**src/rtl/psr_stack_if.sv**
```systemverilog
// Bus between the flag/sequencing logic and psr_stack: flag writes, push/pop
// requests and the PSR/stack status returned to the controller.
interface psr_stack_if #(
   parameter int unsigned WIDTH = 16,
   parameter int unsigned DEPTH = 4
);
   localparam int unsigned CW = $clog2(DEPTH + 1);

   logic [WIDTH-1:0] flags;
   logic [WIDTH-1:0] flag_we;
   logic             push;
   logic             pop;
   logic             err_clr;
   logic [WIDTH-1:0] readFlags;
   logic [CW-1:0]    depth_cnt;
   logic             full;
   logic             empty;
   logic             overflow;
   logic             underflow;

   modport master (
      output flags, flag_we, push, pop, err_clr,
      input  readFlags, depth_cnt, full, empty, overflow, underflow
   );

   modport slave (
      input  flags, flag_we, push, pop, err_clr,
      output readFlags, depth_cnt, full, empty, overflow, underflow
   );
endinterface

```
**src/rtl/psr_stack.sv**
```systemverilog
// Processor status register with per-bit write mask and a LIFO save stack.
// Optional macro PSR_BYPASS_EN: forward masked flag writes to readFlags in the same cycle.
module psr_stack #(
   parameter int unsigned      WIDTH     = 16,
   parameter int unsigned      DEPTH     = 4,
   parameter logic [WIDTH-1:0] RESET_VAL = '0
) (
   input logic        clk,
   input logic        reset,
   psr_stack_if.slave bus
);
   localparam int unsigned CW = $clog2(DEPTH + 1);

   logic [WIDTH-1:0] psr_q, psr_d;
   logic [WIDTH-1:0] stack_q [DEPTH];
   logic [WIDTH-1:0] stack_d [DEPTH];
   logic [CW-1:0]    cnt_q, cnt_d;
   logic             ovf_q, ovf_d;
   logic             udf_q, udf_d;
   logic [WIDTH-1:0] merged;
   logic [WIDTH-1:0] top;
   logic             full_w, empty_w;

   assign full_w  = (cnt_q == CW'(DEPTH));
   assign empty_w = (cnt_q == '0);
   assign merged  = (psr_q & ~bus.flag_we) | (bus.flags & bus.flag_we);

   always_comb begin
      top = '0;
      for (int unsigned i = 0; i < DEPTH; i++) begin
         if (cnt_q == CW'(i + 1)) top = stack_q[i];
      end
   end

   // Error clear is applied first so a fresh error in the same cycle wins.
   always_comb begin
      psr_d   = merged;
      stack_d = stack_q;
      cnt_d   = cnt_q;
      ovf_d   = ovf_q & ~bus.err_clr;
      udf_d   = udf_q & ~bus.err_clr;
      if (bus.push && !bus.pop) begin
         if (full_w) begin
            ovf_d = 1'b1;
         end else begin
            for (int unsigned i = 0; i < DEPTH; i++) begin
               if (cnt_q == CW'(i)) stack_d[i] = psr_q;
            end
            cnt_d = cnt_q + CW'(1);
         end
      end else if (bus.pop && !bus.push) begin
         if (empty_w) begin
            udf_d = 1'b1;
         end else begin
            psr_d = top;
            cnt_d = cnt_q - CW'(1);
         end
      end
   end

   always_ff @(posedge clk or posedge reset) begin
      if (reset) begin
         psr_q <= RESET_VAL;
         cnt_q <= '0;
         ovf_q <= 1'b0;
         udf_q <= 1'b0;
         for (int unsigned i = 0; i < DEPTH; i++) stack_q[i] <= '0;
      end else begin
         psr_q   <= psr_d;
         cnt_q   <= cnt_d;
         ovf_q   <= ovf_d;
         udf_q   <= udf_d;
         stack_q <= stack_d;
      end
   end

`ifdef PSR_BYPASS_EN
   assign bus.readFlags = ((|bus.flag_we) && !bus.pop) ? merged : psr_q;
`else
   assign bus.readFlags = psr_q;
`endif
   assign bus.depth_cnt = cnt_q;
   assign bus.full      = full_w;
   assign bus.empty     = empty_w;
   assign bus.overflow  = ovf_q;
   assign bus.underflow = udf_q;
endmodule
```
**src/flat_wrapper.sv**
```systemverilog
// flat-port wrapper written by rule: the top's interface ports become plain ports
module psr_stack_flat 
#(
   parameter int unsigned      WIDTH     = 16,
   parameter int unsigned      DEPTH     = 4,
   parameter logic [WIDTH-1:0] RESET_VAL = '0
)
  (clk, reset, bus_flags, bus_flag_we, bus_push, bus_pop, bus_err_clr, bus_readFlags, bus_depth_cnt, bus_full, bus_empty, bus_overflow, bus_underflow);
  psr_stack_if #(.WIDTH(WIDTH), .DEPTH(DEPTH)) bus_i ();
  input logic clk;
  input logic reset;
  input wire logic [$bits(bus_i.flags)-1:0] bus_flags;
  input wire logic [$bits(bus_i.flag_we)-1:0] bus_flag_we;
  input wire logic [$bits(bus_i.push)-1:0] bus_push;
  input wire logic [$bits(bus_i.pop)-1:0] bus_pop;
  input wire logic [$bits(bus_i.err_clr)-1:0] bus_err_clr;
  output wire logic [$bits(bus_i.readFlags)-1:0] bus_readFlags;
  output wire logic [$bits(bus_i.depth_cnt)-1:0] bus_depth_cnt;
  output wire logic [$bits(bus_i.full)-1:0] bus_full;
  output wire logic [$bits(bus_i.empty)-1:0] bus_empty;
  output wire logic [$bits(bus_i.overflow)-1:0] bus_overflow;
  output wire logic [$bits(bus_i.underflow)-1:0] bus_underflow;
  assign bus_i.flags = bus_flags;
  assign bus_i.flag_we = bus_flag_we;
  assign bus_i.push = bus_push;
  assign bus_i.pop = bus_pop;
  assign bus_i.err_clr = bus_err_clr;
  assign bus_readFlags = bus_i.readFlags;
  assign bus_depth_cnt = bus_i.depth_cnt;
  assign bus_full = bus_i.full;
  assign bus_empty = bus_i.empty;
  assign bus_overflow = bus_i.overflow;
  assign bus_underflow = bus_i.underflow;
  psr_stack #(.WIDTH(WIDTH), .DEPTH(DEPTH), .RESET_VAL(RESET_VAL)) u_core (.clk(clk), .reset(reset), .bus(bus_i));
endmodule
```
**config.mk**
```make
export PLATFORM = sky130hd
export DESIGN_NAME = psr_stack_flat
export DESIGN_NICKNAME = d
export VERILOG_FILES = /design/src/rtl/psr_stack_if.sv /design/src/rtl/psr_stack.sv /design/src/flat_wrapper.sv
export SDC_FILE = /design/constraint.sdc
export NUM_CORES = 1
export LEC_CHECK = 0
export ABC_CLOCK_PERIOD_IN_PS = 2500
export CORE_MARGIN = 3
export CORE_UTILIZATION = 49
export DETAILED_ROUTE_END_ITERATION = 10
export MAX_ROUTING_LAYER = met4
export PLACE_DENSITY = 0.76
export SYNTH_ARGS = -nofsm -noshare
export SYNTH_HDL_FRONTEND = slang
export SYNTH_SLANG_ARGS = --single-unit
```
**constraint.sdc**
```tcl
create_clock -name clk -period 2.5 [get_ports clk]
set_input_delay 0.5 -clock clk [delete_from_list [all_inputs] [get_ports clk]]
set_output_delay 0.5 -clock clk [all_outputs]
set_load 0.01 [all_outputs]
```
[Word-level counts from Yosys, hierarchy flattened]
Index checks and enable logic that the tools add are counted.
Storage, ports and cells
  logic and storage cells: 51
  bits in latches: 0
  bits in writable memories: 0
  register bits: 85
  output and inout bits: 23
  ROM bits: 0
  memories: 0
  bits of input ports: 37
Operators by class
  multipliers: 0
  $add $sub $neg: 2
  reduce and logical (&&, ||, !) cells: 11
  multiplexer cells: 16
  divide/modulo/power cells: 0
  bitwise gates (word level): 8
  equality and inequality tests: 6
  shift-type cells: 0
  magnitude comparators: 0
Operator list (count)
  16-bit 2-to-1 mux: 7
  16-bit bitwise AND: 2
  16-bit NOT: 1
  16-bit OR: 1
  3-bit AND reduction: 5
  3-bit 2-to-1 mux: 4
  3-bit by 2-bit equality test with 1-bit output, second input constant: 2
  1-bit 2-to-1 mux: 5
  3-bit by 1-bit adder with 3-bit output, second input constant: 1
  3-bit by 1-bit equality test with 1-bit output, second input constant: 1
  3-bit equality test, second input constant: 1
  3-bit logical NOT: 1
  3-bit by 1-bit subtractor with 3-bit output, second input constant: 1
  1-bit bitwise AND: 2
  1-bit logical AND: 2
  1-bit logical NOT: 2
  2-bit by 1-bit inequality test with 1-bit output, second input constant: 1
  2-bit inequality test, second input constant: 1
  1-bit NOT: 2
  2-bit nonzero test: 1

[Logic depth before layout (Yosys ltp)]
Gate-level depths: netlist of the first run.
  depth after elaboration: 8
  mapped depth: 9
  mapped depth without buffers: 6

[Worst setup path after synthesis of the first run]
Ideal clock, no wire load.
  path type: reg-to-reg
  start point: reg u_core.cnt_q[2], in the netlist u_core.bus.depth_cnt[2]
  end point: reg u_core.psr_q[11], in the netlist u_core.bus.readFlags[11]
  period minus slack after synthesis: 2.059 ns
  required time: 2.433 ns
  stages on the path, launching flop included: 10
  library setup time: 0.067 ns
  path buffers: 4
  setup slack: 0.441 ns
  data arrival time: 1.992 ns
  path through: dfrtp_1 > buf_4 > buf_2 > inv_1 > ha_1 > buf_2 > or2_2 > buf_2 > a221oi_1 > a221o_1
Between the ends
  word-level cells in the longest chain between the ends: 8
  elaborated cells on any way between the ends: 12
  classes of those cells: eq/ne: 4; mux: 7; reduce/logical: 1
RTL lines
  start: declaration: line psr_stack.sv:17  | logic [CW-1:0] cnt_q, cnt_d;
  start signal: assignment: line psr_stack.sv:70  | cnt_q <= cnt_d;
  3-bit by 1-bit equality test with 1-bit output: line psr_stack.sv:31  | if (cnt_q == CW'(i + 1)) top = stack_q[i];
  16-bit 2-to-1 mux (4 in series): line psr_stack.sv:31
  16-bit 2-to-1 mux (*): line psr_stack.sv:52  | if (empty_w) begin
  16-bit 2-to-1 mux (*): line psr_stack.sv:51  | end else if (bus.pop && !bus.push) begin
  16-bit 2-to-1 mux (*): line psr_stack.sv:42  | if (bus.push && !bus.pop) begin
  via u_core.psr_d[11]: line psr_stack.sv:14  | logic [WIDTH-1:0] psr_q, psr_d;
  end signal: assignment: line psr_stack.sv:69  | psr_q <= psr_d;
  end: declaration: line psr_stack.sv:14
Mark *: on every way through the listed nets, which the timed path passes. The rest lies on a longest branch.
A chain may end at the register's enable or synchronous reset.

[Worst setup path after layout of the first run]
  start point: reg u_core.cnt_q[0], in the netlist u_core.bus.depth_cnt[0]
  end point: out bus_empty
Between the ends
  word-level cells in the longest chain between the ends: 1
RTL lines
  3-bit logical NOT: line psr_stack.sv:25  | assign empty_w = (cnt_q == '0);
  end: declaration: line flat_wrapper.sv:20  | output wire logic [$bits(bus_i.empty)-1:0] bus_empty;
No other way between the ends.

==> flow_summary.yaml, run 1 <==
routing:
  route.antenna.remaining_nets: 0
  drt_wl_total_um: 9370
  post_drt_wl_per_cell_um: 18.8
  vias: 2919
  initialDrtViolationCount: 108
  detail_route.drc_violations: 0
  drt_first_pass_iters: 4
  avgViaCountPerCell: 5.86
timing:
  holdWs_ps: 512
  tightest_pin_transition_ps: 811
  total_of_endpoints_with_negative_setup_slack_in_the_final_report: 0
  fin_tns_setup_ps: 0
  final.setup_skew_ps: 7.08
  timing.max_slew.rel_slack: 0.457
  layout_worst_path_cycle_share: 0.964
  post-route-min-period_ps: 2410
  fmaxAchievable_ghz: 0.415
  slew_violations: 0
  timing.final.hold_violations: 0
  grt_setup_unrepaired: "no"
worst_setup_path:
  crit-reg2reg-capture: "u_core.stack_q[12]"
  timing.setup.critical_path_class: "flip-flop to output pin"
  crit_path_max_fanout: 6
  critPathCaptureType: "output pin"
  crit_required_ps: 2000
  reg2reg_setup_slack_ps: 340
  startpoint_type: "flip-flop"
  reg2regPathDepth: 6
  reg_to_reg_critical_path_startpoint: "u_core.bus.depth_cnt[0]"
  critPathArrivalTime_ps: 1910
finish:
  fin_nets: 437
  multiInputGateArea_mm2: 0.00181
  seq_area_mm2: 0.00213
  num_antenna_cells: 0
  layout_commonest_cell: "sky130_fd_sc_hd__dfrtp_1"
  layout-drive-gt1-share: 0.301
  layout.cells.most_common_list: "85 x sky130_fd_sc_hd__dfrtp_1, 59 x sky130_fd_sc_hd__mux2_2, 59 x sky130_fd_sc_hd__clkdlybuf4s50_1"
  num-fill-cells: 607
  area_growth_syn_to_layout_pct: 24.5
  fin_area_mm2: 0.00508
clock_tree:
  cts-hold-fix-buffers: 0
  clock_insertion_delay_worst_skew_ps: 360
  clock_path_buffers: 2
  cts.reportedPaths.clkPinSlew_ps: 80
  numCtsBuffers: 9
  clkSinkCount: 85
  tritoncts: "yes"
  cts.htree.levels: 3
  clk_root_buffer_cell: "sky130_fd_sc_hd__clkbuf_8"
  post_cts_setup_repair_buffer_count: 0
min_path:
  min_delay_worst_endpoint: "u_core.stack_q[28]"
  min_delay_path_depth: 1
  hold_path.startpoint: "u_core.stack_q[28]"
  holdCritPathClass: "flip-flop to flip-flop"
synth:
  synth_edf_count: 0
  post_synth_instance_area_mm2: 0.00408
  yosys_register_bits: 85
  postSynth.topFlopCell: "sky130_fd_sc_hd__dfrtp_1"
  synth-seq-area-share: 0.521
  ys_types: 35
  mappedNetlistNets: 362
  number_of_warning_messages_in_the_yosys_log: 0
  synth-async-reset-ratio: 1.00
  postSynthCellCount: 317
  post_synth.cell_area_avg_um2: 12.9
power_and_ir_drop:
  power_mw: 5.66
  worst_ir_drop_vdd_mv: 0.562
  power.leakage_nw: 2.23
  cellPowerDensity_mw_per_mm2: 1110
placement:
  gp_congestion: 0.831
  place.port_buffers: 59
  detailedPlacementHpwl_um: 6430
  place_area_mm2: 0.00488
floorplan:
  floorplan.die.height_um: 97.3
  num_io_pins: 60
  die_area_mm2: 0.00946
  initial_utilization: 0.518
  placementRows: 32
  area_of_the_core_region_mm2: 0.00789
  die-width_um: 97.3
grt:
  grt_first_pass_wirelength_um: 15500
  grt_max_degree: 86
  grt_pass1_vias: 3030
  track_usage: 0.211
  grt_overflow: 0
  antenna_violations_before_repair: 0
outcome:
  status: "completed"
run:
  count_of_max_cap_constraint_violations: 0
==> area by class of cell <==
class                           count  share of cell area
Sequential cell                    85               0.418
Multi-Input combinational cell    202               0.356
Timing Repair Buffer               83               0.154
Tap cell                          102              0.0251
Clock buffer                        9              0.0244
Clock inverter                      6              0.0128
Inverter                           11             0.00886
==> repair_timing <==
| action | in CTS | in global routing |
|---|---|---|
| resized for setup | 2 | 2 |
| setup endpoints to repair | 2 | 1 |
| endpoints found under the hold margin | 0 | 0 |
| cloned | 0 | 0 |
==> kinds of logic after synthesis <==
logic type	Yosys count	share of synthesized area
adders and majority gates	8	0.0245
and+or+nand+nor	39	0.0561
DFF	85	0.521
xor gates and xnor gates	4	0.00858
AOI/OAI and AO/OA	71	0.125
buffers and inverters	30	0.0383
muxes	80	0.226
==> Yosys cell counts (2+ instances only) <==
cell type | n | area, um^2
sky130_fd_sc_hd__nand2b_1 | 2 | 12.5
sky130_fd_sc_hd__inv_1 | 11 | 41.3
sky130_fd_sc_hd__mux2_4 | 10 | 150
sky130_fd_sc_hd__buf_2 | 8 | 40.0
sky130_fd_sc_hd__mux2i_1 | 11 | 110
sky130_fd_sc_hd__a221oi_1 | 12 | 105
sky130_fd_sc_hd__mux2_2 | 59 | 664
sky130_fd_sc_hd__o211ai_1 | 6 | 45.0
sky130_fd_sc_hd__buf_4 | 3 | 22.5
sky130_fd_sc_hd__buf_6 | 3 | 33.8
sky130_fd_sc_hd__a221o_1 | 9 | 90.1
sky130_fd_sc_hd__xnor2_1 | 3 | 26.3
sky130_fd_sc_hd__clkbuf_1 | 5 | 18.8
sky130_fd_sc_hd__a22o_1 | 9 | 78.8
sky130_fd_sc_hd__o21ai_0 | 6 | 30.0
sky130_fd_sc_hd__nand2_1 | 14 | 52.6
sky130_fd_sc_hd__nor2_1 | 5 | 18.8
sky130_fd_sc_hd__nand3b_1 | 5 | 37.5
sky130_fd_sc_hd__dfrtp_1 | 85 | 2130
sky130_fd_sc_hd__o22ai_1 | 5 | 31.3
sky130_fd_sc_hd__o32ai_1 | 2 | 17.5
sky130_fd_sc_hd__ha_1 | 8 | 100
sky130_fd_sc_hd__nand2_2 | 4 | 25.0
sky130_fd_sc_hd__a21oi_1 | 21 | 105
==> sequential cells by signal, summed over array words and instances (netlist names) <==
signal / cells
u_core.bus.overflow: 1
u_core.bus.underflow: 1
u_core.bus.depth_cnt: 3
u_core.stack_q: 64
u_core.bus.readFlags: 16
==> critical path, cell delays in order, from the launching register on <==
cell and delay, ps:
sky130_fd_sc_hd__dfrtp_1 450, sky130_fd_sc_hd__inv_2 140, sky130_fd_sc_hd__ha_4 190, sky130_fd_sc_hd__nand2b_1 70
sky130_fd_sc_hd__inv_1 140, sky130_fd_sc_hd__clkdlybuf4s50_1 560
==> layer usage <==
metal  wire length, um  vias up  track usage
met3               465       14       0.0395
li1                  -     1328            -
met2              4610       87        0.341
met4               140        0       0.0745
met1              4150     1490        0.269
met5                 0        -            -
==> metrics by stage <==
step           setup slack, ps  cells   util
2_1_floorplan              441    317      -
3_3_place_gp               163    483  0.619
3_5_place_dp              60.9    483  0.619
4_1_cts                   15.0    498  0.645
5_1_grt                   14.7    498  0.645
6_report                  88.9    498  0.645
==> how the worst max path moves through the flow <==
stage                            startpoint                        to  slack [ps]  depth (start not counted)
floorplan           u_core.bus.depth_cnt[2]  u_core.bus.readFlags[11]         440                          9
global placement                    bus_pop   u_core.bus.readFlags[3]         160                          6
detailed placement                  bus_pop  u_core.bus.readFlags[11]          60                          6
global route        u_core.bus.depth_cnt[0]                 bus_empty          10                          5
finish              u_core.bus.depth_cnt[0]                 bus_empty          90                          5
CTS                 u_core.bus.depth_cnt[0]                 bus_empty          10                          5
==> where the power goes <==
group          total, mW  switching, mW  internal [mW]  leakage (nW)
clock network      0.940          0.485          0.455        0.0950
registers           2.39          0.416           1.97          1.06
logic               2.33           1.07           1.26          1.08
Power figures use the tool's default switching activity.
==> run 2, diff against run 1 <==
- CELL_PAD_IN_SITES_DETAIL_PLACEMENT: default -> 0
- CELL_PAD_IN_SITES_GLOBAL_PLACEMENT: default -> 2
- CORE_UTILIZATION: 49 -> 33
- PLACE_DENSITY: 0.76 -> default
- PLACE_DENSITY_LB_ADDON: default -> 0.1
- SKIP_CTS_REPAIR_TIMING: default -> 1
==> run 2 against run 1 <==
  * Global-route usage is 4.3 points lower
  * Non-clock buffer count is 2 higher
  * Sequential power hardly changed
  * Sequential share of layout area is 2.0 points lower
  * Wire length is 9.3% higher
  * Register-to-register slack better by 20 ps
  * First-iteration DRC count is 44% higher
  * Power is 8.7% higher
  * Worst setup slack better by 16 ps
  * Flip-flop and latch count stayed put
  * Combinational power hardly changed
  * Largest power group unchanged
==> flow_summary.yaml, run 2 (synthesis results as in run 1) <==
finish:
  area_growth_syn_to_layout_pct: 30.8
  largest_register_ff_count: 64
  num_antenna_cells: 0
  top_register: "u_core.stack_q"
  layout-drive-gt1-share: 0.298
  fin_area_mm2: 0.00534
  fin_nets: 439
  layout.cells.most_common_list: "85 x sky130_fd_sc_hd__dfrtp_1, 59 x sky130_fd_sc_hd__mux2_2, 58 x sky130_fd_sc_hd__clkdlybuf4s50_1"
  layout_commonest_cell: "sky130_fd_sc_hd__dfrtp_1"
floorplan:
  num_io_pins: 60
  initial_utilization: 0.347
  area_of_the_core_region_mm2: 0.0118
  placementRows: 39
  floorplan.die.height_um: 117
  die-width_um: 117
  die_area_mm2: 0.0137
run:
  count_of_max_cap_constraint_violations: 0
power_and_ir_drop:
  total_internal_power_mw: 4.16
  share_comb_of_total_power: 0.375
  power.share.sequential: 0.387
  power_switching_mw: 1.99
  clock_power_share: 0.238
  cellPowerDensity_mw_per_mm2: 1150
  sw_frac_of_total: 0.324
  worst_ir_drop_vdd_mv: 0.362
  power.leakage_nw: 2.34
timing:
  layout_worst_path_cycle_share: 0.958
  fmaxAchievable_ghz: 0.418
  grt_setup_unrepaired: "no"
  timing.final.hold_violations: 0
  total_of_endpoints_with_negative_setup_slack_in_the_final_report: 0
  slew_violations: 0
  final.setup_skew_ps: 7.39
  tightest_pin_transition_ps: 893
  timing.max_slew.rel_slack: 0.403
  post-route-min-period_ps: 2390
  fin_tns_setup_ps: 0
grt:
  grt_first_pass_wirelength_um: 17000
  globalRouteMet3Util: 0.0329
  grt_max_degree: 86
  grt_pass1_vias: 3020
  global_route.usage.met1: 0.237
  antenna_violations_before_repair: 0
  busiest_layer: "met2"
  track_usage: 0.168
  use_met2: 0.247
  grt_overflow: 0
clock_tree:
  clk_root_buffer_cell: "sky130_fd_sc_hd__clkbuf_16"
  clock_insertion_delay_worst_skew_ps: 340
  tritoncts: "yes"
  clock_path_buffers: 2
  numCtsBuffers: 9
  clkSinkCount: 85
  cts.reportedPaths.clkPinSlew_ps: 60
  cts.htree.levels: 3
worst_setup_path:
  critPathCaptureType: "output pin"
  crit_path_max_fanout: 4
  critPathArrivalTime_ps: 1890
  crit_required_ps: 2000
  timing.setup.critical_path_class: "flip-flop to output pin"
  startpoint_type: "flip-flop"
routing:
  route.antenna.remaining_nets: 0
  post_drt_wl_per_cell_um: 18.2
  vias: 2845
  drt_wl_total_um: 10200
  detail_route.drc_violations: 0
  drt_first_pass_iters: 5
  avgViaCountPerCell: 5.05
  initialDrtViolationCount: 155
min_path:
  holdCritPathClass: "flip-flop to flip-flop"
outcome:
  status: "completed"
placement:
  place_area_mm2: 0.00501
  detailedPlacementHpwl_um: 6910
  gp_congestion: 0.764
  place.port_buffers: 59
==> run 2: cell count changes in the layout (fill, tap and decap cells not counted), sizes merged <==
cell,previous run,this run
clkinvlp,2,1
bufinv,1,2
dlymetal6s2s,0,1
clkinv,4,2
buf,24,26
clkbuf,9,12
clkdlybuf4s50,59,58
==> run 2: final timing paths <==
| kind | from | to | slack [ps] | cells after the start |
|---|---|---|---|---|
| worst min-delay path | u_core.stack_q[42] | u_core.stack_q[42] | 500 | 1 |
| min in group asynchronous | reset | u_core.stack_q[0] | 640 | 3 |
| worst max register to register | u_core.bus.depth_cnt[1] | u_core.bus.readFlags[9] | 360 | 7 |
| max in group asynchronous | reset | u_core.stack_q[59] | 1480 | 3 |
| worst max-delay path | u_core.bus.depth_cnt[1] | bus_full | 110 | 5 |
| worst min register to register | u_core.stack_q[42] | u_core.stack_q[42] | 500 | 1 |
==> run 2: layout make-up <==
cell class,count,area (um^2)
clock buffer,12,256
tap,164,205
fill,1103,6420
clock inverter,4,70.1
timing repair buffer,85,838
sequential,85,2130
inverter,11,45.0
multi-input combinational,202,1800
==> run 2: critical path, stage by stage (launching register included) <==
cell                              delay (ps)
sky130_fd_sc_hd__dfrtp_1                 430
sky130_fd_sc_hd__inv_1                   150
sky130_fd_sc_hd__ha_1                    230
sky130_fd_sc_hd__nand2_2                  60
sky130_fd_sc_hd__inv_1                   120
sky130_fd_sc_hd__clkdlybuf4s50_1         560
==> run 2: stage by stage <==
step,util,instances,power (mW),hold WS (ps),setup WS (ps)
floorplan,-,317,3.84,477,441
global placement,0.426,547,4.69,485,42.4
detailed placement,0.426,547,4.73,494,-50.1
CTS,0.454,563,6.21,508,21.9
global route,0.454,563,6.58,517,12.7
finish,0.454,563,6.15,505,105
==> run 2: routing by layer <==
metal / vias up / wire length (um)
li1: 1335 / -
met1: 1437 / 4990
met2: 67 / 4750
met3: 6 / 432
met4: 0 / 68
met5: - / 0
==> run 2: power by group through the flow <==
stage               Sequential (mW)  Combinational (mW)  Clock [mW]
detailed placement             2.40                2.33           0
global route                   2.46                2.55        1.57
finish                         2.38                2.31        1.46
floorplan                      2.32                1.52           0
CTS                            2.38                2.34        1.49
global placement               2.39                2.30           0
==> run 3, diff against run 2 <==
- GPL_TIMING_DRIVEN: default -> 0
==> run 3 against run 2 <==
  * Core utilization is 0.16 points higher
  * Critical path depth stayed put
  * Clock power hardly changed
  * Sequential power hardly changed
  * Die area stayed put
  * Count of clock-buffer cells in the layout is 2 higher
  * Combinational power is 5% higher
  * Maximum frequency is 1.6% higher
  * Wire length is 5.1% higher
  * Non-clock buffer count is 1 lower
  * Power is 1.6% higher
==> flow_summary.yaml, run 3 (synthesis results as in run 1) <==
outcome:
  status: "completed"
routing:
  initialDrtViolationCount: 182
  avgViaCountPerCell: 5.15
  route.antenna.remaining_nets: 0
  drt_first_pass_iters: 4
  drt_wl_total_um: 10800
  vias: 2895
  detail_route.drc_violations: 0
  post_drt_wl_per_cell_um: 19.2
placement:
  detailedPlacementHpwl_um: 7190
  pre_cts_slack_ps: -319
  post-place-cells: 542
  place.port_buffers: 59
  gp_congestion: 0.732
  place_area_mm2: 0.00492
floorplan:
  die-width_um: 117
  num_io_pins: 60
  initial_utilization: 0.347
  area_of_the_core_region_mm2: 0.0118
  floorplan.die.height_um: 117
  die_area_mm2: 0.0137
  placementRows: 39
timing:
  setup_slack_ps: 144
  layout_worst_path_cycle_share: 0.942
  fin_tns_setup_ps: 0
  timing.max_slew.rel_slack: 0.560
  fmaxAchievable_ghz: 0.424
  final.setup_skew_ps: 8.86
  total_of_endpoints_with_negative_setup_slack_in_the_final_report: 0
  slew_violations: 0
  tightest_pin_transition_ps: 658
  post-route-min-period_ps: 2360
  grt_setup_unrepaired: "no"
  timing.final.hold_violations: 0
  holdWs_ps: 502
finish:
  num_antenna_cells: 0
  largest_register_ff_count: 64
  fin_nets: 438
  area_growth_syn_to_layout_pct: 31.3
  final_cell_count_no_fill: 562
  postLayoutCoreUtil: 0.456
  layout-drive-gt1-share: 0.317
  layout.cells.most_common_list: "85 x sky130_fd_sc_hd__dfrtp_1, 59 x sky130_fd_sc_hd__mux2_2, 59 x sky130_fd_sc_hd__clkdlybuf4s50_1"
  fin_area_mm2: 0.00536
  top_register: "u_core.stack_q"
  layout_commonest_cell: "sky130_fd_sc_hd__dfrtp_1"
grt:
  grt_max_degree: 39
  track_usage: 0.175
  grt_first_pass_wirelength_um: 17100
  antenna_violations_before_repair: 0
  grt_overflow: 0
  grt_pass1_vias: 3000
worst_setup_path:
  startpoint_type: "flip-flop"
  timing.setup.critical_path_class: "flip-flop to output pin"
  critPathCaptureType: "output pin"
  crit_family: "buffers and inverters"
  crit_path_max_fanout: 8
  critical_path.cell_chain: "inv_2 > ha_4 > nand2_4 > inv_2 > clkdlybuf4s50_1"
  path_common_cell: "sky130_fd_sc_hd__inv_2"
  max_incr_delay_on_cp_ps: 530
  crit_required_ps: 2000
  critPathSlowestCell: "sky130_fd_sc_hd__clkdlybuf4s50_1"
  worst-path-buf-inv: 3
  critPathArrivalTime_ps: 1860
power_and_ir_drop:
  power_mw: 6.24
  worst_ir_drop_vdd_mv: 0.469
  power.leakage_nw: 2.31
  cellPowerDensity_mw_per_mm2: 1160
clock_tree:
  tritoncts: "yes"
  clk_root_buffer_cell: "sky130_fd_sc_hd__clkbuf_16"
  clock_insertion_delay_worst_skew_ps: 340
  cts.reportedPaths.clkPinSlew_ps: 60
  numCtsBuffers: 9
  cts.htree.levels: 3
  clkSinkCount: 85
  clock_path_buffers: 2
run:
  count_of_max_cap_constraint_violations: 0
min_path:
  holdCritPathClass: "flip-flop to flip-flop"
==> run 3: changes by cell type in the layout (fill, tap and decap cells not counted), moves of 2 or more <==
cell                       previous run  this run
sky130_fd_sc_hd__a221oi_1            12         8
sky130_fd_sc_hd__a221oi_2             0         4
sky130_fd_sc_hd__buf_2                0         7
sky130_fd_sc_hd__buf_4               22         6
sky130_fd_sc_hd__buf_6                0         4
sky130_fd_sc_hd__clkbuf_2             0         2
sky130_fd_sc_hd__clkbuf_8             2         5
sky130_fd_sc_hd__clkinv_2             2         0
sky130_fd_sc_hd__inv_1                9         6
sky130_fd_sc_hd__inv_2                1         4
==> run 3: worst paths after layout <==
| kind | endpoint | slack, ps | cells after the start | from |
|---|---|---|---|---|
| min reg2reg | u_core.bus.underflow | 500 | 1 | u_core.bus.underflow |
| max reg2reg | u_core.bus.readFlags[15] | 220 | 9 | u_core.bus.depth_cnt[2] |
| min | u_core.bus.underflow | 500 | 1 | u_core.bus.underflow |
| max | bus_full | 140 | 5 | u_core.bus.depth_cnt[0] |
| max in group asynchronous | u_core.stack_q[11] | 1360 | 3 | reset |
| min in group asynchronous | u_core.stack_q[0] | 560 | 2 | reset |
==> run 3: per-layer routing <==
| layer | track usage | share of wire |
|---|---|---|
| met3 | 0.0447 | 0.042 |
| met5 | - | 0 |
| met2 | 0.258 | 0.47 |
| met1 | 0.242 | 0.48 |
| met4 | 0.0413 | 0.0096 |
==> run 3: final cells by class <==
type,count,area (um^2)
Fill cell,1096,6400
Sequential cell,85,2130
Multi-Input combinational cell,202,1850
Timing Repair Buffer,65,673
Clock buffer,14,294
Tap cell,164,205
Buffer,19,128
Inverter,11,45.0
Clock inverter,2,37.5
==> run 3: report_power, final <==
part / leakage [nW] / internal (mW) / switching (mW)
clock: 0.161 / 0.911 / 0.544
combinational: 1.09 / 1.28 / 1.14
sequential: 1.06 / 1.98 / 0.389
